## config.mk

```make
export PLATFORM = sky130hd
export DESIGN_NAME = fifo_write_driver
export DESIGN_NICKNAME = d
export VERILOG_FILES = /design/src/rtl/fifo_drv_pkg.sv /design/src/rtl/fifo_write_driver_stall_timer.sv /design/src/rtl/fifo_write_driver.sv
export SDC_FILE = /design/constraint.sdc
export NUM_CORES = 1
export LEC_CHECK = 0
export CAP_MARGIN = 20
export CORE_UTILIZATION = 40
export DETAILED_ROUTE_END_ITERATION = 8
export GPL_ROUTABILITY_DRIVEN = 1
export GPL_TIMING_DRIVEN = 0
export PLACE_DENSITY_LB_ADDON = 0.12
export SYNTH_ARGS = -nofsm -noshare
export SYNTH_HDL_FRONTEND = slang
export SYNTH_SLANG_ARGS = --single-unit
```

## constraint.sdc

```tcl
create_clock -name clk_i -period 3.5 [get_ports clk_i]
set_clock_uncertainty 0.1 [all_clocks]
set_input_delay 0.7 -clock clk_i [delete_from_list [all_inputs] [get_ports clk_i]]
set_output_delay 0.7 -clock clk_i [all_outputs]
set_load 0.02 [all_outputs]
```

## src/rtl/fifo_drv_pkg.sv

```systemverilog
// Shared definitions for the FIFO write-side traffic generator: FSM state
// encoding and default sizing, also used by benches to decode the debug state.
package fifo_drv_pkg;

  typedef enum logic [1:0] {
    IDLE  = 2'd0,
    WRITE = 2'd1,
    DONE  = 2'd2,
    ERROR = 2'd3
  } drv_state_t;

  localparam int DEF_DATA_WIDTH   = 8;
  localparam int DEF_COUNT_WIDTH  = 8;
  localparam int DEF_TIMEOUT_CLKS = 16;

  // Bits needed to count 0..clks-1 (clks is at least 2).
  function automatic int stall_cnt_width(input int clks);
    return (clks <= 2) ? 1 : $clog2(clks);
  endfunction

endpackage

```

## src/rtl/fifo_write_driver_stall_timer.sv

```systemverilog
// Saturating stall counter; expired_o is high once TIMEOUT_CLKS-1 back-to-back
// stalled cycles have been counted since the last clear.
module stall_timer
  import fifo_drv_pkg::*;
#(
  parameter int TIMEOUT_CLKS = DEF_TIMEOUT_CLKS
) (
  input  logic clk_i,
  input  logic rst_i,
  input  logic clear_i,
  input  logic enable_i,
  output logic expired_o
);

  localparam int CW = stall_cnt_width(TIMEOUT_CLKS);
  localparam logic [CW-1:0] LIMIT   = CW'(TIMEOUT_CLKS - 1);
  localparam logic [CW-1:0] CNT_ONE = CW'(1);

  logic [CW-1:0] count_q, count_d;

  always_comb begin
    count_d = count_q;
    if (clear_i) begin
      count_d = '0;
    end else if (enable_i && (count_q != LIMIT)) begin
      count_d = count_q + CNT_ONE;
    end
  end

  always_ff @(posedge clk_i) begin
    if (rst_i) begin
      count_q <= '0;
    end else begin
      count_q <= count_d;
    end
  end

  assign expired_o = (count_q == LIMIT);

endmodule

```

## src/rtl/fifo_write_driver.sv

```systemverilog
// Write-side traffic generator: pushes start_value, start_value+step, ... into a
// buffer write port under full back-pressure, aborting if full persists too long.
module fifo_write_driver
  import fifo_drv_pkg::*;
#(
  parameter int DATA_WIDTH   = DEF_DATA_WIDTH,
  parameter int COUNT_WIDTH  = DEF_COUNT_WIDTH,
  parameter int TIMEOUT_CLKS = DEF_TIMEOUT_CLKS
) (
  input  logic                          clk_i,
  input  logic                          rst_i,
  input  logic                          start_i,
  input  logic signed [DATA_WIDTH-1:0]  start_value_i,
  input  logic signed [DATA_WIDTH-1:0]  step_i,
  input  logic        [COUNT_WIDTH-1:0] num_words_i,
  input  logic                          full_i,
  output logic                          wr_en_o,
  output logic signed [DATA_WIDTH-1:0]  wr_data_o,
  output logic                          busy_o,
  output logic                          done_o,
  output logic                          timeout_o,
  output logic        [COUNT_WIDTH-1:0] words_sent_o,
  output drv_state_t                    state_o
);

  // Handshake: a word is transferred on every rising edge where wr_en_o is high;
  // wr_en_o is simply "in WRITE and not full", so full_i gates it in the same cycle.

  localparam logic [COUNT_WIDTH-1:0] CNT_ONE = COUNT_WIDTH'(1);

  drv_state_t                   state_q;
  logic signed [DATA_WIDTH-1:0] wr_data_q;
  logic signed [DATA_WIDTH-1:0] step_q;
  logic [COUNT_WIDTH-1:0]       num_q;
  logic [COUNT_WIDTH-1:0]       words_q;
  logic [COUNT_WIDTH-1:0]       words_inc;
  logic                         busy_q;
  logic                         done_q;
  logic                         timeout_q;

  logic accept;
  logic start_fire;
  logic stall_expired;

  assign accept     = (state_q == WRITE) && !full_i;
  assign start_fire = ((state_q == IDLE) || (state_q == ERROR)) && start_i;
  assign words_inc  = words_q + CNT_ONE;

  stall_timer #(
    .TIMEOUT_CLKS(TIMEOUT_CLKS)
  ) u_stall_timer (
    .clk_i    (clk_i),
    .rst_i    (rst_i),
    .clear_i  (start_fire || accept),
    .enable_i ((state_q == WRITE) && full_i),
    .expired_o(stall_expired)
  );

  always_ff @(posedge clk_i) begin
    if (rst_i) begin
      state_q   <= IDLE;
      wr_data_q <= '0;
      step_q    <= '0;
      num_q     <= '0;
      words_q   <= '0;
      busy_q    <= 1'b0;
      done_q    <= 1'b0;
      timeout_q <= 1'b0;
    end else begin
      done_q <= 1'b0;
      case (state_q)
        IDLE, ERROR: begin
          if (start_i) begin
            words_q <= '0;
            if (num_words_i != '0) begin
              step_q    <= step_i;
              num_q     <= num_words_i;
              wr_data_q <= start_value_i;
              timeout_q <= 1'b0;
              busy_q    <= 1'b1;
              state_q   <= WRITE;
            end else begin
              // Zero-length request completes immediately without writing.
              done_q <= 1'b1;
            end
          end
        end
        WRITE: begin
          if (accept) begin
            wr_data_q <= wr_data_q + step_q;
            words_q   <= words_inc;
            if (words_inc == num_q) begin
              busy_q  <= 1'b0;
              done_q  <= 1'b1;
              state_q <= DONE;
            end
          end else if (stall_expired) begin
            busy_q    <= 1'b0;
            timeout_q <= 1'b1;
            state_q   <= ERROR;
          end
        end
        DONE: begin
          state_q <= IDLE;
        end
        default: begin
          state_q <= IDLE;
        end
      endcase
    end
  end

  assign wr_en_o      = accept;
  assign wr_data_o    = wr_data_q;
  assign busy_o       = busy_q;
  assign done_o       = done_q;
  assign timeout_o    = timeout_q;
  assign words_sent_o = words_q;
  assign state_o      = state_q;

endmodule

```

* Word level (Yosys, flattened, before mapping)
Cells that the tools add are included.
Storage, ports and cells: register bits 41, bits in latches 0, memory bits (writable) 0, memory bits (read-only) 0, bits of input ports 28, output and inout bits 22, word-level logic and storage cells 72, memories 0
Operators by class: $add $sub $neg 3, $mul 0, div/mod/pow operators 0, magnitude comparators 0, equality and inequality tests 13, shifts and indexed selects 0, multiplexer cells 29, bitwise gates (word level) 0, reductions and logical operators 18
Operators by type and width (number):
- 8-bit 2-to-1 mux | 5
- 8-bit one-hot mux with 2 select lines | 2
- 1-bit 2-to-1 mux | 13
- 2-bit 2-to-1 mux | 5
- 2-bit inequality test (second input constant) | 5
- 5-bit AND reduction | 2
- 8-bit by 1-bit adder with 8-bit output (second input constant) | 1
- 8-bit adder | 1
- 8-bit == test | 1
- 4-bit AND reduction | 2
- 8-bit nonzero test | 1
- 1-bit one-hot mux with 2 select lines | 3
- 2-bit one-hot mux with 3 select lines | 1
- 3-bit AND reduction | 2
- 4-bit by 1-bit adder with 4-bit output (second input constant) | 1
- 2-bit == test (second input constant) | 2
- 4-bit == test (second input constant) | 1
- 1-bit logical AND | 4
- 4-bit inequality test (second input constant) | 1
- 2-bit OR reduction | 2
- 3-bit by 2-bit inequality test with 1-bit output (second input constant) | 1
- 3-bit inequality test (second input constant) | 1
- 2-bit by 1-bit == test with 1-bit output (second input constant) | 1
- 2-bit zero test | 1
- other kinds (3) | 4

* Logic depth before layout (Yosys ltp)
Gate-level depths: netlist (run 1).
depth after elaboration 5, depth in mapped cells 10, gate-level depth less buffers 9

* Hierarchy
Synthesis (run 1) repeated with hierarchy kept, for this count alone.
Unflattened totals: cell total of the unflattened synthesis 297, area total of the unflattened synthesis 2463.6 µm²
By module, submodules not included:
- fifo_write_driver | instances 1, cells an instance 275, area each 2252.2 µm²
- stall_timer | instances 1, cells an instance 22, area each 211.5 µm²

* Worst setup path before layout (run 1)
Ideal clock, no wire load.
path type register -> register, start point register words_q[0] (netlist: words_sent_o[0]), end point register busy_q (netlist: busy_o), arrival 2.147 ns, path slack 1.136 ns, stages on the path, launching flop included 8, buffers on the path 0, clock period less this slack 2.364 ns, path through dfxtp_1 -> ha_1 -> nand3_2 -> or3_1 -> a222oi_1 -> o2111a_2 -> nor3_1 -> o22a_1
On the way: longest elaborated chain between the ends 4
Ends and longest elaborated chain:
- start, declared | line fifo_write_driver.sv:35 | logic [COUNT_WIDTH-1:0] words_q;
- start signal, assigned | line fifo_write_driver.sv:91 | words_q <= words_inc;
- 8-bit by 1-bit adder with 8-bit output | line fifo_write_driver.sv:47 | assign words_inc = words_q + CNT_ONE;
- 8-bit == test | line fifo_write_driver.sv:92 | if (words_inc == num_q) begin
- 3-bit by 2-bit inequality test with 1-bit output (no source line)
- 5-bit AND reduction (no source line)
- end signal, assigned | line fifo_write_driver.sv:66 | busy_q <= 1'b0;
- end signal, assigned | line fifo_write_driver.sv:93 | busy_q <= 1'b0;
- end signal, assigned | line fifo_write_driver.sv:98 | busy_q <= 1'b0;
- end, declared | line fifo_write_driver.sv:37 | logic busy_q;
No other way between the ends. A chain may end at the register's enable or synchronous reset.

* Worst setup path in the final report (run 1)
start point register state_q[1] (netlist: state_o[1]), end point output port wr_en_o
On the way: longest elaborated chain between the ends 2
Ends and longest elaborated chain:
- start, declared | line fifo_write_driver.sv:31 | drv_state_t state_q;
- start signal, assigned | line fifo_write_driver.sv:61 | state_q <= IDLE;
- start signal, assigned | line fifo_write_driver.sv:81 | state_q <= WRITE;
- start signal, assigned | line fifo_write_driver.sv:95 | state_q <= DONE;
- 2-bit by 1-bit == test with 1-bit output | line fifo_write_driver.sv:45 | assign accept = (state_q == WRITE) && !full_i;
- 1-bit logical AND | line fifo_write_driver.sv:45
- end, declared | line fifo_write_driver.sv:17 | output logic wr_en_o,
No other way between the ends.

==> results_dict.tcl, run 1 <==
set metrics [dict create \
    run_status "complete, no violations" \
    final-max-slew-violation-count 0 \
    io_buffers 49 \
    cap_violations 0 \
    htree_levels 2 \
    grt_use_total_pct 19.2 \
    max_stage_delay_ps 630 \
    drive_gt1_share_pct 3.93 \
    postSynthCellCount 275 \
    synth_common_cells "dfxtp_1 (41), nor2_1 (32), a21oi_1 (29)" \
    drtIter0Drc 86 \
    grt_antenna_before_repair 0 \
    fin_nets 372 \
    arrival_ps 2240 \
    fmax_mhz 329 \
    design.core.area_um2 5510 \
    rsz0062_at_grt "false" \
    cp.required_ps 2700 \
    min_period_ps 3040 \
    crit_family "buffers and inverters" \
    die_h_um 77.5 \
    end_kind "output port" \
    setup_tns_ps 0 \
    start_util_pct 41.4 \
    whs_ps 377 \
    die_x_um 77.5 \
    netlist_area_um2 2280 \
    yosysSeqAreaShare_pct 36.0 \
    synth_ff_type "dfxtp_1" \
    grt_max_degree 12 \
    min_path_type "flop to flop" \
    ir_drop_uv 308 \
    finalHoldViolations 0 \
    power_density_nw_per_um2 656 \
    fillers 539 \
    cp.buffers_inverters 4 \
    cts-root-buf "clkbuf_8" \
    clk_latency_ps 290 \
    cts_setup_buffers 0 \
    yosys-top-cells-area "dfxtp_1 (36%), ha_1 (6.6%), a21oi_1 (6.4%)" \
    synth-seq-cells 41 \
    rows 27 \
    p_leak_uw 0.00119 \
    cpMostUsedCell "inv_1" \
    path_clk_slew_ps 80 \
    grt_pass1_vias 1936 \
    num_vias 2123 \
    worstSetupPathType "flop to output port" \
    syn_nets 316 \
    yosysMostFrequentCell "dfxtp_1" \
    timing.slew.headroom_pct 55.8 \
    cts_max_path_buffers 2 \
    drtAntennaViolNets 0 \
    route.detailed.drc 0 \
    async_flop_share_pct 0 \
    viasPerCell 5.27 \
    drt-total-wl_mm 5.46 \
    overflow 0 \
    cp_slowest_cell "clkdlybuf4s50_1" \
    die-area_um2 6000 \
    synth_top_area_share_pct 36.0 \
    cts_tree "built" \
    cp_max_fo 10 \
    cp_cell_sequence "inv_1 -> ha_1 -> clkbuf_1 -> nand2b_1 -> inv_1 -> clkdlybuf4s50_1" \
    cts-resized-gates 0 \
    synth_top_area_cell "dfxtp_1" \
    setup_viol 0 \
    n_antenna_cell 0 \
    dr.pass1.iters 4 \
    max_slew.worst_pin.slew_ps 662 \
    drt-wirelength-per-cell_um 13.6 \
    grt_pass1_wl_mm 9.05 \
    ys_warn_count 0 \
    syn_avg_cell_area_um2 8.28 \
    synth_enable_flop_cells 0 \
    hpwl_mm 4.01 \
    synth_cell_types 41 \
    start_kind "flop" \
    synthToLayoutAreaGrowth_pct 29.3 \
    ioPinCount 50 \
    numCtsBuffers 5 \
    cts.sinks 41 \
    holdBufCountCts 0 \
    gp_congestion 0.830 \
    period_share_pct 86.8 \
]
cell usage in the layout, fill, tap and decap left out, types with 2 or more instances in the layout:
cell type	n
a211oi_1	8
a21o_1	3
a21oi_1	29
a22oi_1	3
a31oi_1	5
and3_1	3
clkbuf_1	11
clkbuf_8	6
clkdlybuf4s50_1	49
dfxtp_1	41
ha_1	12
inv_1	9
mux2i_1	13
nand2_1	19
nand2b_1	7
nand3_1	6
nand4_1	2
nor2_1	32
nor2b_1	4
nor3_1	7
nor3b_1	3
o211a_1	2
o21ai_0	16
o21ai_2	2
or3_1	5
or4_1	3
xnor2_1	7
xor2_1	9
where the power goes:
part / leakage [uW] / switching [uW] / internal (uW) / total (uW)
clock: 0.0000443 / 162 / 157 / 319
sequential: 0.000336 / 80.3 / 565 / 646
combinational: 0.000810 / 552 / 415 / 967
routing by layer:
layer | share of wire, % | GRT usage (%)
met3 | 3.8 | 3.88
met4 | 1.7 | 6.42
met5 | 0 | 0
met2 | 48 | 32.4
met1 | 46 | 24.2
path summary, 6_finish.rpt:
kind	endpoint	from	slack, ps	cells past startpoint
setup / recovery	wr_en_o	state_o[1]	460	6
hold / removal	num_q[5]	num_q[5]	380	2
setup reg to reg	wr_data_o[3]	state_o[1]	830	9
hold reg to reg	num_q[5]	num_q[5]	380	2
logic make-up after synthesis:
| kind of cell | after synthesis | share of synthesized area [%] |
|---|---|---|
| mux | 13 | 5.71 |
| buf+inv | 22 | 3.74 |
| flops | 41 | 36.0 |
| compound gates | 76 | 20.8 |
| fa+ha+maj | 13 | 7.47 |
| xor+xnor | 16 | 6.15 |
| simple gates | 94 | 20.1 |
metrics by stage:
stage	total power, uW	utilization, %	cell area, um^2	std cells	worst slack [ps]
3_5_place_dp	1620	51.9	2860	396	344
2_1_floorplan	1320	-	2280	275	1140
4_1_cts	1940	53.5	2940	403	455
6_report	1930	53.5	2940	403	461
5_1_grt	2080	53.5	2940	403	335
3_3_place_gp	1610	51.9	2860	396	335
worst reg2reg max path: stages, from the launching register on:
cell      delay, ps
dfxtp_1         380
inv_1            80
ha_1            180
clkbuf_1        240
nand2_1         200
o21ai_0         130
a21oi_1         530
clkbuf_1        460
nor2_1           80
a211oi_1        210
state kept, by name, summed over array words and instances, names as in the netlist:
name	flops
timeout_o	1
busy_o	1
words_sent_o	8
state_o	2
step_q	8
u_stall_timer.count_q	4
done_o	1
num_q	8
wr_data_o	8
layout make-up:
cell class / count / area [um^2] / share of cell area [%]
clock buffers: 7 / 86.3 / 2.93
flip-flops and latches: 41 / 821 / 27.9
well taps: 72 / 90.1 / 3.06
plain buffers: 12 / 47.5 / 1.61
repair buffers: 49 / 490 / 16.7
multi-input cells: 212 / 1370 / 46.6
inverters: 10 / 37.5 / 1.27
(Power assumes the default switching activity.)
==> run 2: changes to the inputs <==
Settings changed: CORE_MARGIN set to 2, SLEW_MARGIN set to 30.
==> run 2 against run 1 <==
Against the previous run:
- final cell count stayed put
- register-to-register slack worse by 30 ps
- worst setup slack worse by 23 ps
- routed wire length grew 1.6%
- maximum frequency fell by 0.77%
- clock-buffer cell count is 2 lower
- sequential power is essentially flat
- first-iteration DRC count grew 27%
- critical path type unchanged
- critical endpoint unchanged
- largest cell class unchanged
==> results_dict.tcl, run 2 (synthesized netlist as in run 1, its figures left out) <==
set metrics [dict create \
    grt_pass1_vias 1977 \
    drtIter0Drc 109 \
    mostFrequentLayoutCells "clkdlybuf4s50_1 (49), dfxtp_1 (41), nor2_1 (32), a21oi_1 (29), nand2_1 (19)" \
    die-area_um2 6310 \
    cts_setup_buffers 0 \
    io_buffers 49 \
    route.detailed.drc 0 \
    num_vias 2156 \
    setup_tns_ps 0 \
    final_common_cell "clkdlybuf4s50_1" \
    min_period_ps 3060 \
    overflow 0 \
    drive_gt1_share_pct 4.23 \
    fmax_mhz 327 \
    arrival_ps 2260 \
    drt-total-wl_mm 5.55 \
    drtAntennaViolNets 0 \
    n_antenna_cell 0 \
    die_x_um 79.5 \
    cap_violations 0 \
    gp_congestion 0.836 \
    ioPinCount 50 \
    fin_util_pct 53.8 \
    fillers 537 \
    cts.sinks 41 \
    cts_tree "built" \
    setup_ws_ps 437 \
    fin_cells 403 \
    run_status "complete, no violations" \
    worstSetupPathType "flop to output port" \
    period_share_pct 87.5 \
    drt-wirelength-per-cell_um 13.8 \
    setup_viol 0 \
    dp_cells 396 \
    rsz0062_at_grt "false" \
    grt_max_degree 13 \
    finalHoldViolations 0 \
    power_density_nw_per_um2 673 \
    min_path_type "flop to flop" \
    path_clk_slew_ps 80 \
    p_leak_uw 0.00120 \
    design.core.area_um2 5510 \
    ir_drop_uv 314 \
    cts-resized-gates 0 \
    dr.pass1.iters 4 \
    die_h_um 79.5 \
    cts-root-buf "clkbuf_8" \
    cp_max_fo 10 \
    cts_max_path_buffers 2 \
    max_slew.worst_pin.slew_ps 700 \
    hpwl_mm 4.08 \
    synthToLayoutAreaGrowth_pct 30.1 \
    grt_pass1_wl_mm 9.20 \
    fin_nets 372 \
    start_util_pct 41.4 \
    numCtsBuffers 5 \
    grt_use_total_pct 18.6 \
    post-place-ws_ps 376 \
    grt_antenna_before_repair 0 \
    htree_levels 2 \
    end_kind "output port" \
    viasPerCell 5.35 \
    holdBufCountCts 0 \
    timing.slew.headroom_pct 53.3 \
    clk_latency_ps 300 \
    final-max-slew-violation-count 0 \
    start_kind "flop" \
    rows 27 \
    cp.required_ps 2700 \
]
[run 2: critical path, cell delays in order (launching register included)]
cell             delay [ps]
dfxtp_1                 350
inv_1                    90
ha_1                    140
clkbuf_1                380
nand2b_1                180
inv_1                   190
clkdlybuf4s50_1         640
[run 2: metal layers]
metal | wire (um) | vias to the layer above | track usage, %
met4 | 193 | 0 | 9.14
met5 | 0 | - | 0
met1 | 2540 | 986 | 24.1
met3 | 241 | 17 | 3.39
met2 | 2570 | 61 | 29.7
li1 | - | 1092 | -
[run 2: path summary, 6_finish.rpt]
kind	slack [ps]	startpoint	depth (start not counted)	endpoint
setup / recovery	440	state_o[1]	6	wr_en_o
hold / removal	370	num_q[3]	2	num_q[3]
setup reg to reg	800	state_o[1]	9	wr_data_o[4]
hold reg to reg	370	num_q[3]	2	num_q[3]
[run 2: final cells by class]
class / count / area [um^2] / share of cell area (%)
Sequential cell: 41 / 821 / 27.7
Multi-Input combinational cell: 212 / 1370 / 46.3
Timing Repair Buffer: 49 / 490 / 16.6
Clock inverter: 2 / 35.0 / 1.18
Buffer: 12 / 47.5 / 1.61
Clock buffer: 5 / 68.8 / 2.32
Tap cell: 72 / 90.1 / 3.04
Inverter: 10 / 37.5 / 1.27
[run 2: per-stage QoR]
stage,total power [uW],instance area (um^2),hold WS [ps]
3_3_place_gp,1610,2860,355
2_1_floorplan,1320,2280,348
6_report,1990,2960,367
4_1_cts,2010,2960,370
3_5_place_dp,1620,2860,355
5_1_grt,2140,2960,385
[run 2: power by group]
group	total, uW	switching, uW	internal [uW]
clock network	380	173	208
registers	643	77.3	565
logic	971	554	416
total	1990	804	1190
==> run 3: changes to the inputs <==
Settings changed: CORE_UTILIZATION 40 to 35.
==> run 3 against run 2 <==
Against the previous run:
- clock-buffer cell count up 2
- critical path depth unchanged
- worst hold slack better by 1.9 ps
- critical path type unchanged
==> results_dict.tcl, run 3 (synthesized netlist as in run 1, its figures left out) <==
set metrics [dict create \
    io_buffers 49 \
    grt_max_degree 12 \
    rsz0062_at_grt "false" \
    cpMostUsedCell "inv_1" \
    ioPinCount 50 \
    whs_ps 369 \
    start_util_pct 36.1 \
    grt_pass1_vias 1961 \
    dp_cells 401 \
    cp.depth 6 \
    finalHoldViolations 0 \
    cts.sinks 41 \
    final-max-slew-violation-count 0 \
    mostFrequentLayoutCells "clkdlybuf4s50_1 (49), dfxtp_1 (41), nor2_1 (32), a21oi_1 (29), nand2_1 (19)" \
    cp_cell_sequence "inv_1 -> ha_1 -> clkbuf_1 -> nand2b_1 -> inv_1 -> clkdlybuf4s50_1" \
    die_x_um 84.7 \
    cts_tree "built" \
    drt-total-wl_mm 5.68 \
    end_kind "output port" \
    min_period_ps 3050 \
    grt_antenna_before_repair 0 \
    crit_start "state_o[1]" \
    final_common_cell "clkdlybuf4s50_1" \
    post-place-ws_ps 333 \
    num_vias 2100 \
    drtAntennaViolNets 0 \
    fin_cells 408 \
    setup_ws_ps 446 \
    start_kind "flop" \
    die-area_um2 7170 \
    dr_wl_met3_um 231 \
    r2r-start "state_o[1]" \
    drt-wirelength-per-cell_um 13.9 \
    period_share_pct 87.3 \
    overflow 0 \
    max_slew.worst_pin.slew_ps 662 \
    met2_length_mm 2.61 \
    run_status "complete, no violations" \
    cp.required_ps 2700 \
    worstSetupPathType "flop to output port" \
    drtIter0Drc 133 \
    power_density_nw_per_um2 660 \
    cap_violations 0 \
    fin_nets 372 \
    cp_max_fo 10 \
    crit_family "buffers and inverters" \
    gp_congestion 0.800 \
    fmax_mhz 327 \
    htree_levels 2 \
    holdBufCountCts 0 \
    route.detailed.drc 0 \
    dr.pass1.iters 4 \
    n_antenna_cell 0 \
    cts_max_path_buffers 2 \
    setup_viol 0 \
    synthToLayoutAreaGrowth_pct 29.6 \
    grt_use_total_pct 16.4 \
    numCtsBuffers 5 \
    grt_pass1_wl_mm 9.40 \
    r2r_end "wr_data_o[2]" \
    design.core.area_um2 6310 \
    die_h_um 84.7 \
    drive_gt1_share_pct 3.93 \
    ir_drop_uv 334 \
    viasPerCell 5.15 \
    cts_setup_buffers 0 \
    endpoint "wr_en_o" \
    max_stage_delay_ps 630 \
    r2r_slack_ps 790 \
    cp.buffers_inverters 4 \
    rr_worst_depth 9 \
    cts-resized-gates 0 \
    dr.max_layer_used "met4" \
    p_leak_uw 0.00119 \
    cp_slowest_cell "clkdlybuf4s50_1" \
    hpwl_mm 4.16 \
    arrival_ps 2250 \
    timing.slew.headroom_pct 55.9 \
    clk_latency_ps 300 \
    path_clk_slew_ps 80 \
    cts-root-buf "clkbuf_8" \
    setup_tns_ps 0 \
    met1Wirelength_mm 2.75 \
    min_path_type "flop to flop" \
    rows 29 \
]
run 3: changes by cell type in the layout (fill, tap and decap cells not counted), sizes merged:
cell / change
clkbuf: +2
clkinv: -1
bufinv: -1
run 3: final cells by class:
cell class              count  area (um^2)
well taps                  77         96.3
fillers                   664         3360
multi-input cells         212         1370
repair buffers             49          490
inverters                  10         37.5
flip-flops and latches     41          821
plain buffers              12         47.5
clock buffers               7         86.3
run 3: power breakdown:
group          internal, uW  switching [uW]
combinational           416             560
clock                   157             169
sequential              565            79.7
run 3: worst register-to-register path, cell delays in order (launching register included):
cell and delay, ps:
dfxtp_1 400, inv_1 90, ha_1 180, clkbuf_1 220, nand2_1 200, o21ai_0 140
a21oi_1 530, clkbuf_1 450, nor2_1 80, a211oi_1 230
run 3: layer usage:
metal,track usage (%),up-vias
met5,0,-
met4,5.34,0
met3,3.24,10
met2,27.2,50
met1,21.5,953
li1,-,1087
run 3: worst min-delay path by stage:
stage / start / to / slack (ps) / depth (start not counted)
global route: num_q[3] / num_q[3] / 390 / 2
CTS: num_q[4] / num_q[4] / 370 / 2
detailed placement: num_q[4] / num_q[4] / 360 / 2
finish: busy_o / busy_o / 370 / 1
global placement: num_q[4] / num_q[4] / 360 / 2
floorplan: num_q[3] / num_q[3] / 350 / 2
run 3: through the flow:
| stage | instance area [um^2] | util [%] | total power [uW] |
|---|---|---|---|
| 3_5_place_dp | 2860 | 45.4 | 1630 |
| 6_report | 2950 | 46.7 | 1950 |
| 5_1_grt | 2950 | 46.7 | 2100 |
| 3_3_place_gp | 2860 | 45.4 | 1620 |
| 4_1_cts | 2950 | 46.7 | 1960 |
| 2_1_floorplan | 2280 | - | 1320 |
